**src/rtl/pio_out_driver.sv**
```systemverilog
// pio_out_driver: Avalon-MM master for a single-channel output PIO slave.
// Converts each accepted valid/ready command into exactly one bus transaction,
// returns a one-cycle response and keeps a shadow of the expected PIO output.
//
// Ports:
//   clk, reset_n        clock (rising edge), asynchronous active-low reset
//   cmd_valid_i         command request
//   cmd_ready_o         command accepted when high (IDLE only)
//   cmd_op_i            0 WRITE, 1 SET, 2 CLEAR, 3 READ
//   cmd_data_i          data for WRITE
//   rsp_valid_o         one-cycle completion pulse
//   rsp_data_o          read data for READ, 0 otherwise; held until next response
//   rsp_mismatch_o      with rsp_valid_o: READ data differed from the old shadow
//   shadow_o            expected PIO output value
//   m_address_o, m_chipselect_o, m_write_n_o, m_writedata_o, m_readdata_i
//                       Avalon-MM master signals (map: 0 data, 4 set, 5 clear)
module pio_out_driver #(
    parameter int unsigned DATA_W       = 1,
    parameter int unsigned READ_LATENCY = 0
) (
    input  logic              clk,
    input  logic              reset_n,
    input  logic              cmd_valid_i,
    output logic              cmd_ready_o,
    input  logic [1:0]        cmd_op_i,
    input  logic [DATA_W-1:0] cmd_data_i,
    output logic              rsp_valid_o,
    output logic [DATA_W-1:0] rsp_data_o,
    output logic              rsp_mismatch_o,
    output logic [DATA_W-1:0] shadow_o,
    output logic [2:0]        m_address_o,
    output logic              m_chipselect_o,
    output logic              m_write_n_o,
    output logic [DATA_W-1:0] m_writedata_o,
    input  logic [DATA_W-1:0] m_readdata_i
);

    localparam int unsigned CNT_W = 2;

    typedef enum logic [1:0] {
        IDLE  = 2'd0,
        ISSUE = 2'd1,
        WAIT  = 2'd2,
        RESP  = 2'd3
    } state_e;

    typedef enum logic [1:0] {
        OP_WRITE = 2'd0,
        OP_SET   = 2'd1,
        OP_CLEAR = 2'd2,
        OP_READ  = 2'd3
    } op_e;

    state_e             state_q, state_d;
    op_e                op_q, op_d;
    logic [DATA_W-1:0]  data_q, data_d;
    logic [CNT_W-1:0]   cnt_q, cnt_d;
    logic               ready_q, ready_d;
    logic               rsp_valid_q, rsp_valid_d;
    logic [DATA_W-1:0]  rsp_data_q, rsp_data_d;
    logic               mismatch_q, mismatch_d;
    logic [DATA_W-1:0]  shadow_q, shadow_d;
    logic [2:0]         addr_q, addr_d;
    logic               cs_q, cs_d;
    logic               write_n_q, write_n_d;
    logic [DATA_W-1:0]  wdata_q, wdata_d;
    logic               enter_resp;

    // State and output registers
    always_ff @(posedge clk or negedge reset_n) begin
        if (!reset_n) begin
            state_q     <= IDLE;
            op_q        <= OP_WRITE;
            data_q      <= '0;
            cnt_q       <= '0;
            ready_q     <= 1'b1;
            rsp_valid_q <= 1'b0;
            rsp_data_q  <= '0;
            mismatch_q  <= 1'b0;
            shadow_q    <= '0;
            addr_q      <= 3'd0;
            cs_q        <= 1'b0;
            write_n_q   <= 1'b1;
            wdata_q     <= '0;
        end else begin
            state_q     <= state_d;
            op_q        <= op_d;
            data_q      <= data_d;
            cnt_q       <= cnt_d;
            ready_q     <= ready_d;
            rsp_valid_q <= rsp_valid_d;
            rsp_data_q  <= rsp_data_d;
            mismatch_q  <= mismatch_d;
            shadow_q    <= shadow_d;
            addr_q      <= addr_d;
            cs_q        <= cs_d;
            write_n_q   <= write_n_d;
            wdata_q     <= wdata_d;
        end
    end

    // Next-state and next-output logic
    always_comb begin
        state_d    = state_q;
        op_d       = op_q;
        data_d     = data_q;
        cnt_d      = cnt_q;
        rsp_data_d = rsp_data_q;
        shadow_d   = shadow_q;
        mismatch_d = 1'b0;
        // Bus defaults to idle, so it is only active in the cycle after accept
        addr_d     = 3'd0;
        cs_d       = 1'b0;
        write_n_d  = 1'b1;
        wdata_d    = '0;

        case (state_q)
            IDLE: begin
                if (cmd_valid_i) begin
                    op_d    = op_e'(cmd_op_i);
                    data_d  = cmd_data_i;
                    state_d = ISSUE;
                    cs_d    = 1'b1;
                    case (op_e'(cmd_op_i))
                        OP_WRITE: begin
                            write_n_d = 1'b0;
                            wdata_d   = cmd_data_i;
                        end
                        OP_SET: begin
                            addr_d    = 3'd4;
                            write_n_d = 1'b0;
                            wdata_d   = DATA_W'(1);
                        end
                        OP_CLEAR: begin
                            addr_d    = 3'd5;
                            write_n_d = 1'b0;
                            wdata_d   = DATA_W'(1);
                        end
                        default: ;
                    endcase
                end
            end
            ISSUE: begin
                if (op_q == OP_READ && READ_LATENCY != 0) begin
                    state_d = WAIT;
                    cnt_d   = '0;
                end else begin
                    state_d = RESP;
                end
            end
            WAIT: begin
                if (cnt_q == CNT_W'(READ_LATENCY - 1)) begin
                    state_d = RESP;
                end else begin
                    cnt_d = cnt_q + CNT_W'(1);
                end
            end
            RESP: begin
                state_d = IDLE;
            end
            default: begin
                state_d = IDLE;
            end
        endcase

        // Read data is sampled on the edge that enters RESP
        enter_resp = (state_d == RESP) && (state_q != RESP);
        if (enter_resp) begin
            rsp_data_d = '0;
            case (op_q)
                OP_WRITE: shadow_d = data_q;
                OP_SET:   shadow_d = DATA_W'(1);
                OP_CLEAR: shadow_d = '0;
                default: begin
                    rsp_data_d = m_readdata_i;
                    mismatch_d = (m_readdata_i != shadow_q);
                    shadow_d   = m_readdata_i;
                end
            endcase
        end

        ready_d     = (state_d == IDLE);
        rsp_valid_d = enter_resp;
    end

    assign cmd_ready_o    = ready_q;
    assign rsp_valid_o    = rsp_valid_q;
    assign rsp_data_o     = rsp_data_q;
    assign rsp_mismatch_o = mismatch_q;
    assign shadow_o       = shadow_q;
    assign m_address_o    = addr_q;
    assign m_chipselect_o = cs_q;
    assign m_write_n_o    = write_n_q;
    assign m_writedata_o  = wdata_q;

endmodule

```
**config.mk**
```make
export PLATFORM = sky130hd
export DESIGN_NAME = pio_out_driver
export DESIGN_NICKNAME = d
export VERILOG_FILES = /design/src/rtl/pio_out_driver.sv
export SDC_FILE = /design/constraint.sdc
export NUM_CORES = 1
export LEC_CHECK = 0
export CELL_PAD_IN_SITES_DETAIL_PLACEMENT = 0
export CELL_PAD_IN_SITES_GLOBAL_PLACEMENT = 2
export CORE_MARGIN = 5
export CORE_UTILIZATION = 31
export CTS_CLUSTER_DIAMETER = 30
export DETAILED_ROUTE_END_ITERATION = 10
export GPL_ROUTABILITY_DRIVEN = 0
export MAX_ROUTING_LAYER = met4
export PLACE_DENSITY = 0.85
export SYNTH_ARGS = -nofsm -noshare
export SYNTH_HDL_FRONTEND = slang
export SYNTH_SLANG_ARGS = --single-unit
```
**constraint.sdc**
```tcl
create_clock -name clk -period 1.9 [get_ports clk]
set_input_delay 0.285 -clock clk [delete_from_list [all_inputs] [get_ports clk]]
set_output_delay 0.285 -clock clk [all_outputs]
set_load 0.02 [all_outputs]
```
==> impl_metrics.env <==
export IMPL_power_switching_w=0.0005187
export IMPL_synth_seq_area_share_pct=55.79
export IMPL_ys_warnings_count=0
export IMPL_p_int_w=0.0008973
export IMPL_start_kind="flop"
export IMPL_hpwl_mm=1.006
export IMPL_wl_met3_um=80
export IMPL_start_util_pct=31.53
export IMPL_ys_types=20
export IMPL_clock_fmax_mhz=556.3
export IMPL_drive_above_1_share_pct=20.73
export IMPL_tns_ns=0
export IMPL_maxCapViolations=0
export IMPL_cts_tree="done"
export IMPL_p_leak_nw=0.4766
export IMPL_hold_ws_ns=0.3154
export IMPL_top_layer="met4"
export IMPL_max_vdd_ir_drop_mv=0.6494
export IMPL_clock_power_share_pct=13.4
export IMPL_yosys_area_top_type_share_pct=48.94
export IMPL_arrival_ns=1.98
export IMPL_ios=18
export IMPL_syn_inst=61
export IMPL_routed_wl_met2_um=615
export IMPL_vias=493
export IMPL_clkSlewWorstSetupHoldPaths_ns=0.10
export IMPL_cts_resized=0
export IMPL_cts_sinks=17
export IMPL_fin_crit_ns=1.798
export IMPL_clockBufferDepth=2
export IMPL_cts_setup_buffers=0
export IMPL_cts_root_buf="clkbuf_4"
export IMPL_core_area_um2=2432
export IMPL_grt_pass1_wl_mm=2.194
export IMPL_dieWidth_um=59.74
export IMPL_syn_num_nets=76
export IMPL_synth_area_per_cell_um2=12.57
export IMPL_vias_per_cell=4.402
export IMPL_maxSlewViolCount=0
export IMPL_place_area_um2=972.2
export IMPL_port_buffers=16
export IMPL_path_class="flop to flop"
export IMPL_cp_required_ns=2.08
export IMPL_grt_max_degree=18
export IMPL_syn_cell_area_um2=767.0
export IMPL_drc=0
export IMPL_synth_seq_cells=17
export IMPL_ant_nets=0
export IMPL_drt_initial_drc_count=27
export IMPL_nets=98
export IMPL_rsz0062_at_grt="false"
export IMPL_syn2layout_area_growth_pct=30.18
export IMPL_dpl_cell_count=108
export IMPL_swShare_pct=36.63
export IMPL_timing_final_crit_share_pct=94.61
export IMPL_synth_largest_area_cell="dfrtp_1"
export IMPL_status="finished clean"
export IMPL_ctsHoldBuffers=0
export IMPL_wl_per_cell_um=11.55
export IMPL_cp_max_fo=5
export IMPL_hold_viol_final=0
export IMPL_grt_pass1_vias=523
export IMPL_grt_use_total_pct=8.744
export IMPL_drtPass1Iterations=5
export IMPL_grt_overflow_total=0
export IMPL_htreeDepth=1
export IMPL_postLayoutCellArea_um2=998.5
export IMPL_die_y_um=59.74
export IMPL_crit_path_end_kind="flop"
export IMPL_power_density_nw_per_um2=1418
export IMPL_die_area_um2=3569
export IMPL_power_frac_seq_pct=40.7
export IMPL_antenna_found_initial=0
export IMPL_hp_class="input pin to async pin"
export IMPL_final_cells=112
export IMPL_antenna_cells=0
export IMPL_num_rows=18
export IMPL_fin_skew_ns=0.003963
export IMPL_wl_met1_um=573
export IMPL_p_comb_share_pct=45.9
export IMPL_insertion_delay_ns=0.28
export IMPL_drt_total_wl_mm=1.294
export IMPL_ys_top_cells_by_area="dfrtp_1, ha_1, dfstp_2, mux2_2, a2111oi_4"
export IMPL_cts_made_buffers=3
export IMPL_setup_viol=0
-- power by group through the flow --
stage	Sequential (W)	Clock [W]	Combinational [W]
floorplan	0.000640	0	0.000376
global placement	0.000578	0	0.000637
detailed placement	0.000584	0	0.000656
CTS	0.000576	0.000200	0.000659
global route	0.000593	0.000220	0.000714
finish	0.000576	0.000190	0.000649
-- path summary, 6_finish.rpt --
path                                      start                     end  slack [ns]  cells past startpoint
max reg2reg                state_q[1]$_DFF_PN0_    shadow_o$_DFFE_PN0P_        0.10                      5
max                        state_q[1]$_DFF_PN0_    shadow_o$_DFFE_PN0P_        0.10                      5
min                                     reset_n  rsp_data_o$_DFFE_PN0P_        0.32                      2
max in group asynchronous               reset_n   m_write_n_o$_DFF_PN1_        1.33                      2
min in group clk           cnt_q[0]$_DFFE_PN0P_    cnt_q[0]$_DFFE_PN0P_        0.49                      1
min reg2reg                cnt_q[0]$_DFFE_PN0P_    cnt_q[0]$_DFFE_PN0P_        0.49                      1
-- routing by layer --
| layer | track usage (%) | vias up |
|---|---|---|
| met2 | 13.12 | 13 |
| li1 | - | 243 |
| met3 | 2.376 | 2 |
| met5 | - | - |
| met1 | 9.786 | 235 |
| met4 | 6.646 | 0 |
-- cell type report --
type	count	area, um2
Fill cell	246	1434
Sequential cell	17	427.9
Multi-Input combinational cell	37	309.0
Timing Repair Buffer	18	175.2
Tap cell	30	37.54
Clock buffer	4	26.28
Inverter	6	22.52
-- cells in the mapped netlist --
cell type and n:
nor2_1 4, nor2b_1 1, inv_1 6, or2_2 1
dfstp_2 2, and3_1 1, dfrtp_1 15, mux2_2 4
a2111oi_4 1, buf_4 1, o21ai_0 3, nand2_1 4
o21ai_2 1, nor3b_1 1, conb_1 1, xor2_1 2
and3_2 2, a21oi_1 2, and4_2 1, ha_1 8
-- registers in the layout (all words and copies together) (netlist names) --
register        flops
op_q                2
cnt_q               2
rsp_mismatch_o      1
m_chipselect_o      1
rsp_data_o          1
cmd_ready_o         1
m_write_n_o         1
m_writedata_o       1
rsp_valid_o         1
data_q              1
state_q             2
m_address_o         2
shadow_o            1
-- cells in the final DEF, fill, tap and decap left out, drive strengths merged --
cell and n:
clkbuf 4, mux2 4, a2111oi 1, nand2 4, inv 6, dfrtp 15
buf 2, nor2b 1, xor2 2, dfstp 2, nor2 4, and4 1
nor3b 1, conb 1, ha 8, o21ai 4, clkdlybuf4s50 16, or2 1
and3 3, a21oi 2
-- critical path: stages (launching register included) --
cell and delay, ns:
dfrtp_1 0.38, inv_1 0.07, ha_1 0.23, nor3b_1 0.19, a2111oi_4 0.43, mux2_2 0.38
-- per-stage QoR --
stage / worst slack (ns) / util, % / power, W
final: 0.1024 / 41.05 / 0.001416
after detailed placement: 0.06249 / 39.97 / 0.001241
after global placement: 0.1079 / 39.97 / 0.001215
after floorplan: 0.1696 / - / 0.001016
after global routing: 0.005004 / 41.05 / 0.001528
after CTS: 0.1000 / 41.05 / 0.001435
-- kinds of logic (layout without fill, tap and decap cells) --
family | count (synthesis) | after routing | synth area share [%]
buf+inv | 7 | 28 | 3.915
flops | 17 | 17 | 55.79
xor+xnor | 2 | 2 | 2.284
simple gates | 15 | 15 | 10.60
fa+ha+maj | 8 | 8 | 13.05
compound gates | 7 | 7 | 7.994
mux | 4 | 4 | 5.872
other cells | 1 | 1 | 0.4889
Note: power is estimated with default switching activity, not from simulation.
